[src/rtl/cdu_read_counter_if.sv]
// Bundle of the CDU phase strobes, resolver requests and the AGC count handshake
// seen by cdu_read_counter; the counter sits on the master side.
interface cdu_read_counter_if #(
   parameter int WIDTH  = 16,
   parameter int PEND_W = 4
) ();
   logic              ISSI2H;
   logic              ISSI3H;
   logic              PS25KH;
   logic              CCDUZ;
   logic              inc_req;
   logic              dec_req;
   logic              agc_ack;
   logic              cnt_plus;
   logic              cnt_minus;
   logic [WIDTH-1:0]  angle;
   logic [PEND_W-1:0] pend;
   logic              overflow;

   modport master (
      input  ISSI2H, ISSI3H, PS25KH, CCDUZ, inc_req, dec_req, agc_ack,
      output cnt_plus, cnt_minus, angle, pend, overflow
   );

   modport slave (
      output ISSI2H, ISSI3H, PS25KH, CCDUZ, inc_req, dec_req, agc_ack,
      input  cnt_plus, cnt_minus, angle, pend, overflow
   );
endinterface

[src/rtl/cdu_read_counter.sv]
// Resolver angle counter fed by CDU phase strobes; forwards each count to the AGC
// as a plus/minus request with acknowledge, keeping a saturating signed backlog.
module cdu_read_counter #(
   parameter int WIDTH  = 16,
   parameter int PEND_W = 4
) (
   input  logic                clk,
   input  logic                rst_n,
   cdu_read_counter_if.master  bus
);

   typedef enum logic [1:0] {IDLE, DRV_P, DRV_M} state_e;

   localparam logic signed [PEND_W+1:0] POS_LIM = (PEND_W+2)'((1 << (PEND_W-1)) - 1);
   localparam logic signed [PEND_W+1:0] NEG_LIM = -POS_LIM;

   state_e                     state_q, state_d;
   logic                       req_p_q, req_p_d;
   logic                       req_m_q, req_m_d;
   logic [WIDTH-1:0]           angle_q, angle_d;
   logic signed [PEND_W-1:0]   pend_q, pend_d;
   logic                       overflow_q, overflow_d;
   logic                       cnt_plus_q, cnt_plus_d;
   logic                       cnt_minus_q, cnt_minus_d;

   logic signed [1:0]          delta;
   logic signed [1:0]          ackdir;
   logic signed [PEND_W+1:0]   pend_w, delta_w, ackdir_w, pend_sum;

   always_comb begin
      delta = 2'sb00;
      if (bus.ISSI3H) begin
         if (req_p_q)      delta = 2'sb01;
         else if (req_m_q) delta = 2'sb11;
      end

      // The ack direction is the one committed at issue, whatever pend has become since.
      ackdir = 2'sb00;
      if (bus.agc_ack && state_q == DRV_P)      ackdir = 2'sb01;
      else if (bus.agc_ack && state_q == DRV_M) ackdir = 2'sb11;

      pend_w   = pend_q;
      delta_w  = delta;
      ackdir_w = ackdir;
      pend_sum = pend_w + delta_w - ackdir_w;

      overflow_d = overflow_q;
      if (pend_sum > POS_LIM) begin
         pend_d     = POS_LIM[PEND_W-1:0];
         overflow_d = 1'b1;
      end else if (pend_sum < NEG_LIM) begin
         pend_d     = NEG_LIM[PEND_W-1:0];
         overflow_d = 1'b1;
      end else begin
         pend_d     = pend_sum[PEND_W-1:0];
      end

      angle_d = angle_q + WIDTH'(delta_w);

      req_p_d = req_p_q;
      req_m_d = req_m_q;
      if (bus.ISSI3H) begin
         req_p_d = 1'b0;
         req_m_d = 1'b0;
      end
      if (bus.ISSI2H) begin
         req_p_d = bus.inc_req & ~bus.dec_req;
         req_m_d = bus.dec_req & ~bus.inc_req;
      end

      state_d = state_q;
      case (state_q)
         IDLE: begin
            if (bus.PS25KH && !pend_q[PEND_W-1] && pend_q != '0) state_d = DRV_P;
            else if (bus.PS25KH && pend_q[PEND_W-1])             state_d = DRV_M;
         end
         DRV_P, DRV_M: begin
            if (bus.agc_ack) state_d = IDLE;
         end
         default: state_d = IDLE;
      endcase

      if (bus.CCDUZ) begin
         state_d    = IDLE;
         req_p_d    = 1'b0;
         req_m_d    = 1'b0;
         angle_d    = '0;
         pend_d     = '0;
         overflow_d = 1'b0;
      end

      cnt_plus_d  = (state_d == DRV_P);
      cnt_minus_d = (state_d == DRV_M);
   end

   always_ff @(posedge clk or negedge rst_n) begin
      if (!rst_n) begin
         state_q     <= IDLE;
         req_p_q     <= 1'b0;
         req_m_q     <= 1'b0;
         angle_q     <= '0;
         pend_q      <= '0;
         overflow_q  <= 1'b0;
         cnt_plus_q  <= 1'b0;
         cnt_minus_q <= 1'b0;
      end else begin
         state_q     <= state_d;
         req_p_q     <= req_p_d;
         req_m_q     <= req_m_d;
         angle_q     <= angle_d;
         pend_q      <= pend_d;
         overflow_q  <= overflow_d;
         cnt_plus_q  <= cnt_plus_d;
         cnt_minus_q <= cnt_minus_d;
      end
   end

   assign bus.cnt_plus  = cnt_plus_q;
   assign bus.cnt_minus = cnt_minus_q;
   assign bus.angle     = angle_q;
   assign bus.pend      = pend_q;
   assign bus.overflow  = overflow_q;

endmodule
[src/flat_wrapper.sv]
// flat-port wrapper written by rule: the top's interface ports become plain ports
module cdu_read_counter_flat 
#(
   parameter int WIDTH  = 16,
   parameter int PEND_W = 4
)
  (clk, rst_n, bus_ISSI2H, bus_ISSI3H, bus_PS25KH, bus_CCDUZ, bus_inc_req, bus_dec_req, bus_agc_ack, bus_cnt_plus, bus_cnt_minus, bus_angle, bus_pend, bus_overflow);
  cdu_read_counter_if #(.WIDTH(WIDTH), .PEND_W(PEND_W)) bus_i ();
  input  logic clk;
  input  logic rst_n;
  input wire logic [$bits(bus_i.ISSI2H)-1:0] bus_ISSI2H;
  input wire logic [$bits(bus_i.ISSI3H)-1:0] bus_ISSI3H;
  input wire logic [$bits(bus_i.PS25KH)-1:0] bus_PS25KH;
  input wire logic [$bits(bus_i.CCDUZ)-1:0] bus_CCDUZ;
  input wire logic [$bits(bus_i.inc_req)-1:0] bus_inc_req;
  input wire logic [$bits(bus_i.dec_req)-1:0] bus_dec_req;
  input wire logic [$bits(bus_i.agc_ack)-1:0] bus_agc_ack;
  output wire logic [$bits(bus_i.cnt_plus)-1:0] bus_cnt_plus;
  output wire logic [$bits(bus_i.cnt_minus)-1:0] bus_cnt_minus;
  output wire logic [$bits(bus_i.angle)-1:0] bus_angle;
  output wire logic [$bits(bus_i.pend)-1:0] bus_pend;
  output wire logic [$bits(bus_i.overflow)-1:0] bus_overflow;
  assign bus_i.ISSI2H = bus_ISSI2H;
  assign bus_i.ISSI3H = bus_ISSI3H;
  assign bus_i.PS25KH = bus_PS25KH;
  assign bus_i.CCDUZ = bus_CCDUZ;
  assign bus_i.inc_req = bus_inc_req;
  assign bus_i.dec_req = bus_dec_req;
  assign bus_i.agc_ack = bus_agc_ack;
  assign bus_cnt_plus = bus_i.cnt_plus;
  assign bus_cnt_minus = bus_i.cnt_minus;
  assign bus_angle = bus_i.angle;
  assign bus_pend = bus_i.pend;
  assign bus_overflow = bus_i.overflow;
  cdu_read_counter #(.WIDTH(WIDTH), .PEND_W(PEND_W)) u_core (.clk(clk), .rst_n(rst_n), .bus(bus_i));
endmodule
[config.mk]
export PLATFORM = sky130hd
export DESIGN_NAME = cdu_read_counter_flat
export DESIGN_NICKNAME = d
export VERILOG_FILES = /design/src/rtl/cdu_read_counter_if.sv /design/src/rtl/cdu_read_counter.sv /design/src/flat_wrapper.sv
export SDC_FILE = /design/constraint.sdc
export NUM_CORES = 1
export LEC_CHECK = 0
export BUFFER_PORTS_ARGS = -buffer_cell sky130_fd_sc_hd__buf_4
export CORE_UTILIZATION = 60
export DETAILED_ROUTE_END_ITERATION = 12
export PLACE_DENSITY = 0.88
export SLEW_MARGIN = 20
export SYNTH_ARGS = -nofsm -noshare
export SYNTH_HDL_FRONTEND = slang
export SYNTH_SLANG_ARGS = --single-unit
[constraint.sdc]
create_clock -name clk -period 5.3 [get_ports clk]
set_input_delay 1.06 -clock clk [delete_from_list [all_inputs] [get_ports clk]]
set_output_delay 1.06 -clock clk [all_outputs]
set_load 0.005 [all_outputs]
==> metrics.md <==
| Metric | Value |
|---|---|
| Final hold violation count | 0 |
| Post-route cell area | 0.00244 mm² |
| CTS tree | yes |
| FF-to-FF End | u_core.bus.overflow |
| Final nets | 302 |
| Worst-path clk slew | 0.17 ns |
| Post-layout minimum cycle time | 3.57 ns |
| Via count | 1815 |
| Post-CTS Setup Bufs | 0 |
| Required @ worst endpoint | 5.54 ns |
| Post-synth ARST share | 1.00 |
| Worst Clk Skew | 0.0132 ns |
| Remaining antenna violation count | 0 |
| Unrepaired setup endpoints after global routing | no |
| Critical path origin | bus_ISSI3H |
| IO Port Bufs | 31 |
| Die area | 0.00382 mm² |
| Fillers | 249 |
| Mapped Area | 0.00215 mm² |
| Pleak | 0.00124 µW |
| DR vias/cell | 5.89 |
| Syn avg cell area | 9.25 µm² |
| Status | complete, no violations |
| Worst EP arrival | 3.81 ns |
| Worst-path maximum fanout | 17 |
| CP Capture Type | flip-flop |
| Synth warn | 0 |
| Initial Util | 0.633 |
| Sw Share | 0.421 |
| DIE WIDTH | 61.8 µm |
| Sequential element share of the synthesized area | 0.315 |
| Final WL | 4.30 mm |
| GRT Util Overall | 0.255 |
| Antenna Cells | 0 |
| Clock share of power | 0.115 |
| Avg WL per Cell | 14.0 µm |
| Clk_lat worst skew | 0.34 ns |
| Gr ovfl total | 0 |
| Share of layout cells above drive strength 1 | 0.179 |
| Crit Path Class | in -> reg |
| Clk sink count | 27 |
| GP Congestion | 0.832 |
| I/O pins | 32 |
| Synth top cells by count | dfrtp_1, ha_1, nor2_1 |
| Htree depth | 1 |
| Total Neg Setup Slack | 0 ns |
| Core ar. | 0.00339 mm² |
| Worst r2r src | u_core.state_q[0] |
| VDD IR max | 0.347 mV |
| First-pass GRT wire length | 7.29 mm |
| Syn Inst Count | 232 |
| Max-cap check violation count | 0 |
| Synth Flop Type | dfrtp_1 |
| F_max | 0.280 GHz |
| Min-delay worst type | in -> async |
| Finished Layout Cells | 308 |
| Clock buffer depth | 2 |
| Detailed Place HPWL | 3.29 mm |
| Area growth syn-to-layout | 13.9% |
| Drt first pass iters | 4 |
| Hold_buf cts | 0 |
| Int Pwr | 486 µW |
| Final setup vio count | 0 |
| Tcrit/Tclk final | 0.674 |
| Cell taking the most area after synthesis | dfrtp_1 |
| Net Switching | 354 µW |
| Post-CTS Resized | 0 |
| Logic pwr share | 0.576 |
| Top-area cell type share of the netlist area | 0.315 |
| Leading cell type by number of instances after synthesis | dfrtp_1 |
| Tightest Pin Transition | 0.644 ns |
| Placed Instances | 304 |
| CTS Buf Count | 3 |
| R2R cell count | 12 |
| DRC violations left | 0 |
| Iter 0 DRT Violations | 83 |
| Number of synthesized flops with an enable pin | 0 |
| CP Launch Type | primary input |
| Dpl cell area | 0.00242 mm² |
| Flop2flop setup slack | 2.05 ns |
| Worst slew margin | 0.570 |
| Die Y | 61.8 µm |
| Clk Tree Root Cell | clkbuf_4 |
| Power Density | 343 mW/mm² |
| Synth top area cells | dfrtp_1, ha_1, fa_1 |
| Initial antenna violation count | 0 |
| Number of global-route vias before repair | 1663 |
| Count of cell types in the netlist | 53 |
| Final Max Tran Viols | 0 |
| Largest net degree at the start of global routing | 34 |
| Syn nets | 271 |
| Yosys reg bits | 27 |
| Sequential power share | 0.309 |
| Row count | 21 |
## cell type report
type | instances | area [µm²] | share of cell area
clock buffers | 3 | 22.5 | 0.00921
clock inverters | 1 | 5.00 | 0.00205
inverters | 18 | 67.6 | 0.0276
multi-input cells | 182 | 1380 | 0.566
flip-flops and latches | 27 | 676 | 0.276
well taps | 46 | 57.6 | 0.0235
repair buffers | 31 | 233 | 0.0952
## how the worst max path moves through the flow
stage	endpoint	slack [ns]	cells past startpoint
2_1_floorplan	u_core.bus.overflow	1.82	9
3_3_place_gp	u_core.bus.pend[0]	1.52	10
3_5_place_dp	u_core.bus.pend[0]	1.42	11
4_1_cts	u_core.bus.overflow	1.75	11
5_1_grt	u_core.bus.overflow	1.53	11
6_report	u_core.bus.overflow	1.73	11
## power groups by stage
stage | Combinational (µW) | Sequential (µW) | Clock (µW)
CTS | 485 | 260 | 99.4
finish | 484 | 260 | 96.2
detailed placement | 483 | 264 | 0
global route | 553 | 265 | 105
global placement | 465 | 264 | 0
floorplan | 362 | 261 | 0
## cells in the final DEF (no fill, tap or decap), drive strengths merged, types with 4 or more instances in the layout
cell type	instances
a211oi	6
a21o	4
a21oi	17
buf	31
dfrtp	27
fa	5
ha	25
inv	18
mux2	6
nand2	10
nand3	4
nor2	24
nor2b	11
nor3	6
o21ai	13
xnor2	4
xor2	4
## cell families after synthesis
logic type                 synth area share
muxes                                0.0332
xor gates and xnor gates             0.0326
and+or+nand+nor                       0.167
DFF                                   0.315
buffers and inverters                0.0402
adders and majority gates             0.192
AOI/OAI and AO/OA                     0.219
## through the flow
step / power, µW / setup WS [ns] / hold slack (ns) / util
CTS: 844 / 1.75 / 0.607 / 0.721
global route: 923 / 1.53 / 0.609 / 0.721
detailed placement: 747 / 1.42 / 0.648 / 0.713
global placement: 729 / 1.52 / 0.615 / 0.713
finish: 840 / 1.73 / 0.597 / 0.721
floorplan: 623 / 1.82 / 0.609 / -
## layer usage
metal / part of all wire / vias to the layer above / GRT usage
met1: 0.48 / 874 / 0.352
li1: - / 899 / -
met3: 0.029 / 4 / 0.0373
met2: 0.49 / 38 / 0.435
met5: 0 / - / 0
met4: 0.0074 / 0 / 0.0381
## state kept, by name, indices dropped and copies added, names as in the netlist
signal,count
u_core.bus.cnt_minus,1
u_core.state_q,2
u_core.bus.cnt_plus,1
u_core.bus.overflow,1
u_core.req_p_q,1
u_core.req_m_q,1
u_core.bus.angle,16
u_core.bus.pend,4
## critical path, cell delays in order
cell      delay (ns)
buf_4           0.12
nand3_1         0.15
inv_1           0.33
fa_1            0.63
inv_1           0.07
fa_1            0.46
nand2b_1        0.16
a21oi_1         0.15
xnor2_1         0.24
nor2_1          0.13
a221oi_1        0.29
No activity file was read; power rests on OpenSTA's default activity.
